### config.mk
export PLATFORM = sky130hd
export DESIGN_NAME = sn_cmd_decoder_flat
export DESIGN_NICKNAME = d
export VERILOG_FILES = /design/src/rtl/sn_pkg.sv /design/src/rtl/sn_cmd_decoder_if.sv /design/src/rtl/edge_sync.sv /design/src/rtl/sn_cmd_decoder.sv /design/src/flat_wrapper.sv
export SDC_FILE = /design/constraint.sdc
export NUM_CORES = 1
export LEC_CHECK = 0
export ABC_AREA = 1
export BUFFER_PORTS_ARGS = -buffer_cell sky130_fd_sc_hd__clkbuf_2
export CAP_MARGIN = 20
export CORE_MARGIN = 2
export CORE_UTILIZATION = 35
export CTS_BUF_LIST = sky130_fd_sc_hd__clkbuf_4
export DETAILED_ROUTE_END_ITERATION = 6
export PLACE_DENSITY_LB_ADDON = 0.25
export SYNTH_ARGS = -nofsm -noshare
export SYNTH_HDL_FRONTEND = slang
export SYNTH_HIERARCHICAL = 1
export SYNTH_SLANG_ARGS = --single-unit
export TNS_END_PERCENT = 20
### constraint.sdc
create_clock -name clk -period 2.1 [get_ports clk]
set_input_delay 0.105 -clock clk [delete_from_list [all_inputs] [get_ports clk]]
set_output_delay 0.105 -clock clk [all_outputs]
set_load 0.005 [all_outputs]
### src/rtl/sn_pkg.sv
// Shared constants and helpers for the SN76489-style command decoder.
package sn_pkg;

    // Register index = {channel[1:0], type}; type 1 selects attenuation.
    localparam logic [2:0] REG_TONE0 = 3'b000;
    localparam logic [2:0] REG_VOL0  = 3'b001;
    localparam logic [2:0] REG_TONE1 = 3'b010;
    localparam logic [2:0] REG_VOL1  = 3'b011;
    localparam logic [2:0] REG_TONE2 = 3'b100;
    localparam logic [2:0] REG_VOL2  = 3'b101;
    localparam logic [2:0] REG_NOISE = 3'b110;
    localparam logic [2:0] REG_VOL3  = 3'b111;

    localparam logic [3:0] VOL_SILENT = 4'hF;

    localparam int LATCH_BIT = 7;
    localparam int TYPE_BIT  = 4;
    localparam int TONE_W    = 10;

    // Merge a command byte into a tone divider: a latch byte replaces the
    // low nibble, a data byte replaces the upper six bits.
    function automatic logic [TONE_W-1:0] tone_update(
        input logic [TONE_W-1:0] cur,
        input logic [7:0]        cmd
    );
        logic [TONE_W-1:0] res;
        if (cmd[LATCH_BIT]) begin
            res = {cur[TONE_W-1:4], cmd[3:0]};
        end else begin
            res = {cmd[5:0], cur[3:0]};
        end
        return res;
    endfunction

endpackage

### src/rtl/sn_cmd_decoder_if.sv
// Byte-stream input and decoded register-file outputs of the command decoder.
interface sn_cmd_decoder_if;
    import sn_pkg::*;

    logic [7:0]        data_in;
    logic              new_data_in;
    logic [TONE_W-1:0] tone0;
    logic [TONE_W-1:0] tone1;
    logic [TONE_W-1:0] tone2;
    logic [3:0]        vol0;
    logic [3:0]        vol1;
    logic [3:0]        vol2;
    logic [3:0]        vol3;
    logic [2:0]        noise_ctrl;
    logic              noise_reset;
    logic              reg_wr;
    logic [2:0]        reg_addr;

    // Decoder side.
    modport slave (
        input  data_in, new_data_in,
        output tone0, tone1, tone2, vol0, vol1, vol2, vol3,
               noise_ctrl, noise_reset, reg_wr, reg_addr
    );

    // Receiver / sound-core side.
    modport master (
        output data_in, new_data_in,
        input  tone0, tone1, tone2, vol0, vol1, vol2, vol3,
               noise_ctrl, noise_reset, reg_wr, reg_addr
    );

endinterface

### src/rtl/edge_sync.sv
// Level synchroniser for an asynchronous input followed by a rising-edge
// detector. All flops reset to 1 so an input idling high never looks like
// a fresh edge when reset is released.
module edge_sync #(
    parameter int STAGES = 2
) (
    input  logic clk,
    input  logic rst_n,
    input  logic async_i,
    output logic rise_o
);

    logic [STAGES-1:0] sync_q;
    logic [STAGES-1:0] sync_d;
    logic              hist_q;
    logic              hist_d;

    // Shift the input through the synchroniser; history trails the last stage.
    always_comb begin
        sync_d = {sync_q[STAGES-2:0], async_i};
        hist_d = sync_q[STAGES-1];
    end

    // Synchroniser and history flops, preset to the idle-high level.
    always_ff @(posedge clk or negedge rst_n) begin
        if (!rst_n) begin
            sync_q <= {STAGES{1'b1}};
            hist_q <= 1'b1;
        end else begin
            sync_q <= sync_d;
            hist_q <= hist_d;
        end
    end

    assign rise_o = sync_q[STAGES-1] & ~hist_q;

endmodule

### src/rtl/sn_cmd_decoder.sv
// Decodes SN76489 command bytes from the serial receiver into the tone,
// attenuation and noise registers of the sound core.
module sn_cmd_decoder
    import sn_pkg::*;
#(
    parameter int         SYNC_STAGES = 2,
    parameter logic [3:0] VOL_RESET   = VOL_SILENT
) (
    input  logic           clk,
    input  logic           rst_n,
    sn_cmd_decoder_if.slave bus
);

    logic [1:0]                   rst_sync_q;
    logic [1:0]                   rst_sync_d;
    logic                         rst_int_n;
    logic                         byte_stb;

    logic [2:0][TONE_W-1:0]       tone_q;
    logic [2:0][TONE_W-1:0]       tone_d;
    logic [3:0][3:0]              vol_q;
    logic [3:0][3:0]              vol_d;
    logic [2:0]                   noise_ctrl_q;
    logic [2:0]                   noise_ctrl_d;
    logic                         noise_reset_q;
    logic                         noise_reset_d;
    logic                         reg_wr_q;
    logic                         reg_wr_d;
    logic [2:0]                   reg_addr_q;
    logic [2:0]                   reg_addr_d;
    logic [2:0]                   latch_idx_q;
    logic [2:0]                   latch_idx_d;
    logic [2:0]                   idx_s;

    // Reset release is re-timed to clk; assertion stays asynchronous.
    always_comb begin
        rst_sync_d = {rst_sync_q[0], 1'b1};
    end

    // Reset synchroniser flops.
    always_ff @(posedge clk or negedge rst_n) begin
        if (!rst_n) begin
            rst_sync_q <= 2'b00;
        end else begin
            rst_sync_q <= rst_sync_d;
        end
    end

    assign rst_int_n = rst_sync_q[1];

    edge_sync #(
        .STAGES (SYNC_STAGES)
    ) u_new_data_sync (
        .clk     (clk),
        .rst_n   (rst_int_n),
        .async_i (bus.new_data_in),
        .rise_o  (byte_stb)
    );

    // Decode the byte on each strobe and update the register file.
    always_comb begin
        tone_d        = tone_q;
        vol_d         = vol_q;
        noise_ctrl_d  = noise_ctrl_q;
        noise_reset_d = 1'b0;
        reg_wr_d      = 1'b0;
        reg_addr_d    = reg_addr_q;
        latch_idx_d   = latch_idx_q;
        idx_s         = latch_idx_q;

        if (byte_stb) begin
            if (bus.data_in[LATCH_BIT]) begin
                idx_s       = {bus.data_in[6:5], bus.data_in[TYPE_BIT]};
                latch_idx_d = idx_s;
            end else begin
                idx_s = latch_idx_q;
            end

            reg_wr_d   = 1'b1;
            reg_addr_d = idx_s;

            case (idx_s)
                REG_TONE0, REG_TONE1, REG_TONE2: begin
                    tone_d[idx_s[2:1]] = tone_update(tone_q[idx_s[2:1]], bus.data_in);
                end
                REG_VOL0, REG_VOL1, REG_VOL2, REG_VOL3: begin
                    vol_d[idx_s[2:1]] = bus.data_in[3:0];
                end
                REG_NOISE: begin
                    noise_ctrl_d  = bus.data_in[2:0];
                    noise_reset_d = 1'b1;
                end
                default: begin
                    reg_wr_d = 1'b0;
                end
            endcase
        end else begin
            idx_s = latch_idx_q;
        end
    end

    // Register file, latched index and write strobes.
    always_ff @(posedge clk or negedge rst_int_n) begin
        if (!rst_int_n) begin
            tone_q        <= '0;
            vol_q         <= {4{VOL_RESET}};
            noise_ctrl_q  <= 3'b000;
            noise_reset_q <= 1'b0;
            reg_wr_q      <= 1'b0;
            reg_addr_q    <= 3'b000;
            latch_idx_q   <= 3'b000;
        end else begin
            tone_q        <= tone_d;
            vol_q         <= vol_d;
            noise_ctrl_q  <= noise_ctrl_d;
            noise_reset_q <= noise_reset_d;
            reg_wr_q      <= reg_wr_d;
            reg_addr_q    <= reg_addr_d;
            latch_idx_q   <= latch_idx_d;
        end
    end

    assign bus.tone0       = tone_q[0];
    assign bus.tone1       = tone_q[1];
    assign bus.tone2       = tone_q[2];
    assign bus.vol0        = vol_q[0];
    assign bus.vol1        = vol_q[1];
    assign bus.vol2        = vol_q[2];
    assign bus.vol3        = vol_q[3];
    assign bus.noise_ctrl  = noise_ctrl_q;
    assign bus.noise_reset = noise_reset_q;
    assign bus.reg_wr      = reg_wr_q;
    assign bus.reg_addr    = reg_addr_q;

endmodule

### src/flat_wrapper.sv
// flat-port wrapper written by rule: the top's interface ports become plain ports
module sn_cmd_decoder_flat import sn_pkg::*;
#(
    parameter int         SYNC_STAGES = 2,
    parameter logic [3:0] VOL_RESET   = VOL_SILENT
)
  (clk, rst_n, bus_data_in, bus_new_data_in, bus_tone0, bus_tone1, bus_tone2, bus_vol0, bus_vol1, bus_vol2, bus_vol3, bus_noise_ctrl, bus_noise_reset, bus_reg_wr, bus_reg_addr);
  sn_cmd_decoder_if bus_i ();
  input  logic clk;
  input  logic rst_n;
  input wire logic [$bits(bus_i.data_in)-1:0] bus_data_in;
  input wire logic [$bits(bus_i.new_data_in)-1:0] bus_new_data_in;
  output wire logic [$bits(bus_i.tone0)-1:0] bus_tone0;
  output wire logic [$bits(bus_i.tone1)-1:0] bus_tone1;
  output wire logic [$bits(bus_i.tone2)-1:0] bus_tone2;
  output wire logic [$bits(bus_i.vol0)-1:0] bus_vol0;
  output wire logic [$bits(bus_i.vol1)-1:0] bus_vol1;
  output wire logic [$bits(bus_i.vol2)-1:0] bus_vol2;
  output wire logic [$bits(bus_i.vol3)-1:0] bus_vol3;
  output wire logic [$bits(bus_i.noise_ctrl)-1:0] bus_noise_ctrl;
  output wire logic [$bits(bus_i.noise_reset)-1:0] bus_noise_reset;
  output wire logic [$bits(bus_i.reg_wr)-1:0] bus_reg_wr;
  output wire logic [$bits(bus_i.reg_addr)-1:0] bus_reg_addr;
  assign bus_i.data_in = bus_data_in;
  assign bus_i.new_data_in = bus_new_data_in;
  assign bus_tone0 = bus_i.tone0;
  assign bus_tone1 = bus_i.tone1;
  assign bus_tone2 = bus_i.tone2;
  assign bus_vol0 = bus_i.vol0;
  assign bus_vol1 = bus_i.vol1;
  assign bus_vol2 = bus_i.vol2;
  assign bus_vol3 = bus_i.vol3;
  assign bus_noise_ctrl = bus_i.noise_ctrl;
  assign bus_noise_reset = bus_i.noise_reset;
  assign bus_reg_wr = bus_i.reg_wr;
  assign bus_reg_addr = bus_i.reg_addr;
  sn_cmd_decoder #(.SYNC_STAGES(SYNC_STAGES), .VOL_RESET(VOL_RESET)) u_core (.clk(clk), .rst_n(rst_n), .bus(bus_i));
endmodule
Yosys cells after proc, flatten, opt, wreduce, memory -nomap -nowiden
Index checks and enable logic that the tools add are counted.
W data, S select, Z words.

storage, ports and cells
  register bits = 62
  bits in latches = 0
  memory bits (writable) = 0
  bits in read-only memories = 0
  input bits = 11
  logic and storage cells = 49
  memories kept = 0

cells by class
  add/sub/neg operators = 0
  $mul = 0
  div/mod/pow operators = 0
  order comparisons = 2
  equality and inequality tests = 7
  shifts and indexed selects = 0
  mux-type cells = 16
  bitwise logic cells = 2
  reductions and logical operators = 7

operator list
  operator              number
  $mux W10              5
  $bwmux W30            1
  $bmux W10 S2          1
  $demux W10 S2         1
  $bwmux W16            1
  $eq A3 B3 Y1 const B  4
  $demux W4 S2          1
  $eq A3 B2 Y1 const B  2
  $mux W3               2
  $reduce_and A2 Y1     3
  $mux W4               1
  $reduce_or A4 Y1      1
  $eq A3 B1 Y1 const B  1
  $logic_not A3 Y1      1
  $lt A2 B3 Y1 const B  1
  $mux W1               3
  $reduce_or A3 Y1      1
  $ge A2 B1 Y1 const B  1
  $and A1 B1 Y1         1
  $logic_and A1 B1 Y1   1
  $not A1 Y1            1

Longest topological paths before layout
  depth in word-level cells = 9
  gate-level depth with buffers = 10
  mapped depth without buffers = 9

Hierarchy
Netlist, hierarchy kept.

modules (own cells, without submodules)
  module          times used  cells each  area an instance (um^2)  seq. area each (um^2)
  sn_cmd_decoder  1           332         2,567.5                  1,421.4
  edge_sync       1           5           88.8                     78.8

Worst setup path after synthesis
No wires, ideal clock.

  path type = flip-flop to flip-flop
  start = register u_core.u_new_data_sync.sync_q[1]
  end = register u_core.vol_q, in the netlist u_core/bus.vol1[0]
  setup time = 79 ps
  arrival = 1,255 ps
  data required time = 2,021 ps
  path slack = 766 ps
  cell stages (with the launch flop) = 7
  period minus slack after synthesis = 1,334 ps
  path through = dfstp_2 inv_1 nor2_2 inv_1 nor2_1 nand2_1 o21ai_0

between the ends
  cells in the longest elaborated chain, start to end = 2

RTL lines
  item                                RTL line               source
  from (decl)                         edge_sync.sv:13        logic [STAGES-1:0] sync_q;
  from (signal assigned)              edge_sync.sv:27        sync_q <= {STAGES{1'b1}};
  from (signal assigned)              edge_sync.sv:30        sync_q <= sync_d;
  $and A1 B1 Y1                       edge_sync.sv:35        assign rise_o = sync_q[STAGES-1] & ~hist_q;
  via u_core.byte_stb                 sn_cmd_decoder.sv:17   logic byte_stb;
  $reduce_and A2 Y1 (no source line)  -
  to (signal assigned)                sn_cmd_decoder.sv:106  vol_q <= {4{VOL_RESET}};
  to (signal assigned)                sn_cmd_decoder.sv:114  vol_q <= vol_d;
  to (decl)                           sn_cmd_decoder.sv:21   logic [3:0][3:0] vol_q;

The timed path passes the listed nets, and every way through them passes these cells.
A chain may end at the register's enable or synchronous reset.

Final worst setup path
  start = register u_core.u_new_data_sync.sync_q[1]
  end = register u_core.vol_q, in the netlist u_core/bus.vol1[2]

The elaborated chain is that of the path after synthesis.

==> results.yml <==
synth:
  synth.top_cell.area_share_pct: 37.7
  synth-compound-area-share_pct: 4.15
  synthXorXnorAreaFrac_pct: 0
  synth_nets: 348
  synth-adder-area-share_pct: 0
  yosys.area_share.simple_pct: 34.4
  synth_seq_cells: 59
  synth_edf_count: 0
  synth_common_cells: "nand2_1, nand3_1, dfrtp_1"
  yosys_warnings: 6
  synthMostInstantiatedCell: "nand2_1"
  synthDistinctLibCells: 14
  avgSynthCellArea_um2: 7.88
  synth_flop_cell: "dfrtp_1"
  postSynthCellCount: 337
  synth_top_family_by_area: "simple AND/OR/NAND/NOR gates"
  synth.cell_area_um2: 2660
  yosys.area.top_type: "dfrtp_1"
  synth-seq-area-share_pct: 56.5
  async_flop_share_pct: 100
  synthTopCellsByArea: "dfrtp_1, nand2_1, dfstp_2, nand3_1, o21ai_0"
  synthMuxAreaShare_pct: 0
grt:
  grt_usage_pct: 17.9
  grt_pass1_vias: 2248
  grt_start_max_net_pins: 30
  grt_pass1_wl_mm: 11.5
  overflow: 0
  antenna_found_initial: 0
pwr:
  p_leak_nw: 1.79
  power_density_nw_per_um2: 1030
  max-vdd-ir-drop_mv: 0.368
floorplan:
  die_y_um: 91.1
  num_io_pins: 65
  initial_utilization_pct: 36.4
  core-area_um2: 7290
  fp.dieArea_um2: 8300
  die_w_um: 91.1
  fp-row-count: 31
worst_setup_path:
  cp.required_ns: 2.40
  start_kind: "flip-flop"
  worst-path-stages: 6
  worstPathCellList: "inv_1 > nor2_2 > inv_1 > nor2_1 > nand2_1 > o21ai_0"
  path_max_fanout: 8
  critical_path_buf_inv_count: 2
  reg2reg_depth: 6
  arrival_ns: 1.91
  critical_path_class: "flip-flop to flip-flop"
  cp_slowest_cell: "dfstp_2"
  cpPeakStageDelay_ns: 0.53
  r2r_slack_ns: 0.49
  worstSetupStartpoint: "u_core/u_new_data_sync/sync_q[1]"
  cpLargestDelayFamily: "simple AND/OR/NAND/NOR gates"
  crit_path_end: "u_core/bus.vol1[2]"
  critPathMostFrequentCell: "inv_1"
  r2r_end: "u_core/bus.vol1[2]"
  end_kind: "flip-flop"
  r2r-start: "u_core/u_new_data_sync/sync_q[1]"
layout:
  nets: 424
  fill_cells: 768
  fin_util_pct: 44.7
  drive_gt1_share_pct: 27.8
  syn2layout_area_growth_pct: 22.6
clock_network:
  clock_path_buffers: 2
  cts_root_buffer: "clkbuf_4"
  clock_latency_ns: 0.40
  clock_sinks: 59
  cts_resized: 0
  clkTransAtPathRegs_ns: 0.10
  numCtsBuffers: 9
  cts_tree: "yes"
  cts.htree.levels: 3
place:
  post-dp-hpwl_mm: 4.85
  place.gp.congestion: 0.793
  io_buffers: 64
sta:
  max_freq_mhz: 622
  rsz0062_at_grt: "no"
  period_share_pct: 76.6
  tns_ns: 0
  drv_slew: 0
  hold_violations: 0
  clock_skew_ns: 0.0112
  period_needed_ns: 1.61
  setup-violations-final: 0
detailed_routing:
  postRouteAntennaNets: 0
  drc_errors: 0
  drt-pass1-iter-count: 4
  wl_per_cell_um: 13.6
  drt_wl_total_mm: 7.02
  vias_per_cell: 4.75
  num_vias: 2463
  drtIter0Drc: 210
hold_path:
  hold_path.class: "input pin to flip-flop"
flow_run:
  cap_violations: 0
run_status:
  status: "finished, final reports clean"
==> registers in the layout (all words and copies together) (netlist names), 3 cells and up <==
name	cells
u_core/bus.tone0	10
u_core/bus.tone1	10
u_core/bus.tone2	10
u_core/bus.vol0	4
u_core/bus.vol1	4
u_core/bus.vol2	4
u_core/bus.vol3	4
u_core/bus.noise_ctrl	3
u_core/bus.reg_addr	3
==> stage by stage <==
step	hold WS, ns	total power, W	std cells	cell area, um^2	setup WS [ns]
floorplan	-0.191	0.00224	337	2660	0.369
global placement	-0.109	0.00271	498	3120	0.543
detailed placement	-0.104	0.00273	498	3120	0.487
CTS	0.0555	0.00341	517	3250	0.462
global route	0.0836	0.00363	517	3250	0.307
finish	0.0866	0.00336	518	3260	0.492
==> worst min path at each step <==
stage               slack [ns]            from  cells after the start                   end
finish                    0.09  bus_data_in[5]                      4   u_core/bus.tone2[9]
detailed placement       -0.10           rst_n                      1  u_core/rst_sync_q[0]
global route              0.08  bus_data_in[5]                      4   u_core/bus.tone0[9]
global placement         -0.11           rst_n                      1  u_core/rst_sync_q[0]
CTS                       0.06  bus_data_in[5]                      4   u_core/bus.tone1[9]
floorplan                -0.19           rst_n                      0  u_core/rst_sync_q[0]
==> where the power goes <==
part,internal [W],switching [W],leakage (nW)
Combinational,0.000433,0.000503,1.01
Sequential,0.00153,0.000237,0.712
Clock,0.000273,0.000391,0.0662
Total,0.00223,0.00113,1.79
==> cell families after synthesis <==
group	Yosys count
other cells	1
compound gates	22
buf+inv	30
flops	59
simple gates	225
==> final cells by class <==
type / count / area, um^2 / area share, %
Inverter: 18 / 67.6 / 2.07
Clock buffer: 12 / 90.1 / 2.77
Multi-Input combinational cell: 248 / 1030 / 31.6
Antenna cell: 1 / 2.50 / 0.0768
Tap cell: 99 / 124 / 3.80
Clock inverter: 4 / 17.5 / 0.538
Sequential cell: 59 / 1500 / 46.1
Timing Repair Buffer: 77 / 425 / 13.1
==> layer usage <==
layer | GRT usage [%] | wire, um | vias to the layer above
met1 | 25.3 | 3170 | 1147
met4 | 6.94 | 104 | 0
li1 | - | - | 1219
met5 | 0 | 0 | -
met2 | 26.5 | 3230 | 89
met3 | 4.23 | 511 | 8
==> worst register-to-register path, cell delays in order (launching register included) <==
cell,delay [ns]
dfstp_2,0.53
inv_1,0.04
nor2_2,0.16
inv_1,0.12
nor2_1,0.23
nand2_1,0.21
o21ai_0,0.23
==> layout by cell type (no fill, tap or decap), types with 2 or more instances in the layout <==
master         count
nand2_1          146
clkbuf_2          64
nand3_1           50
dfrtp_1           39
nor2_1            26
o21ai_0           22
dfstp_2           19
inv_1             13
clkbuf_4          12
buf_4             10
inv_2              5
dlygate4sd3_1      3
clkinv_2           2
clkinv_1           2
nor2_2             2
==> what timing repair did <==
item / CTS / global route
buffers inserted: 0 / 0
hold endpoints to repair: 3 / 0
setup endpoints to repair: 0 / 0
hold buffers: 3 / 0
Power figures use the tool's default switching activity.
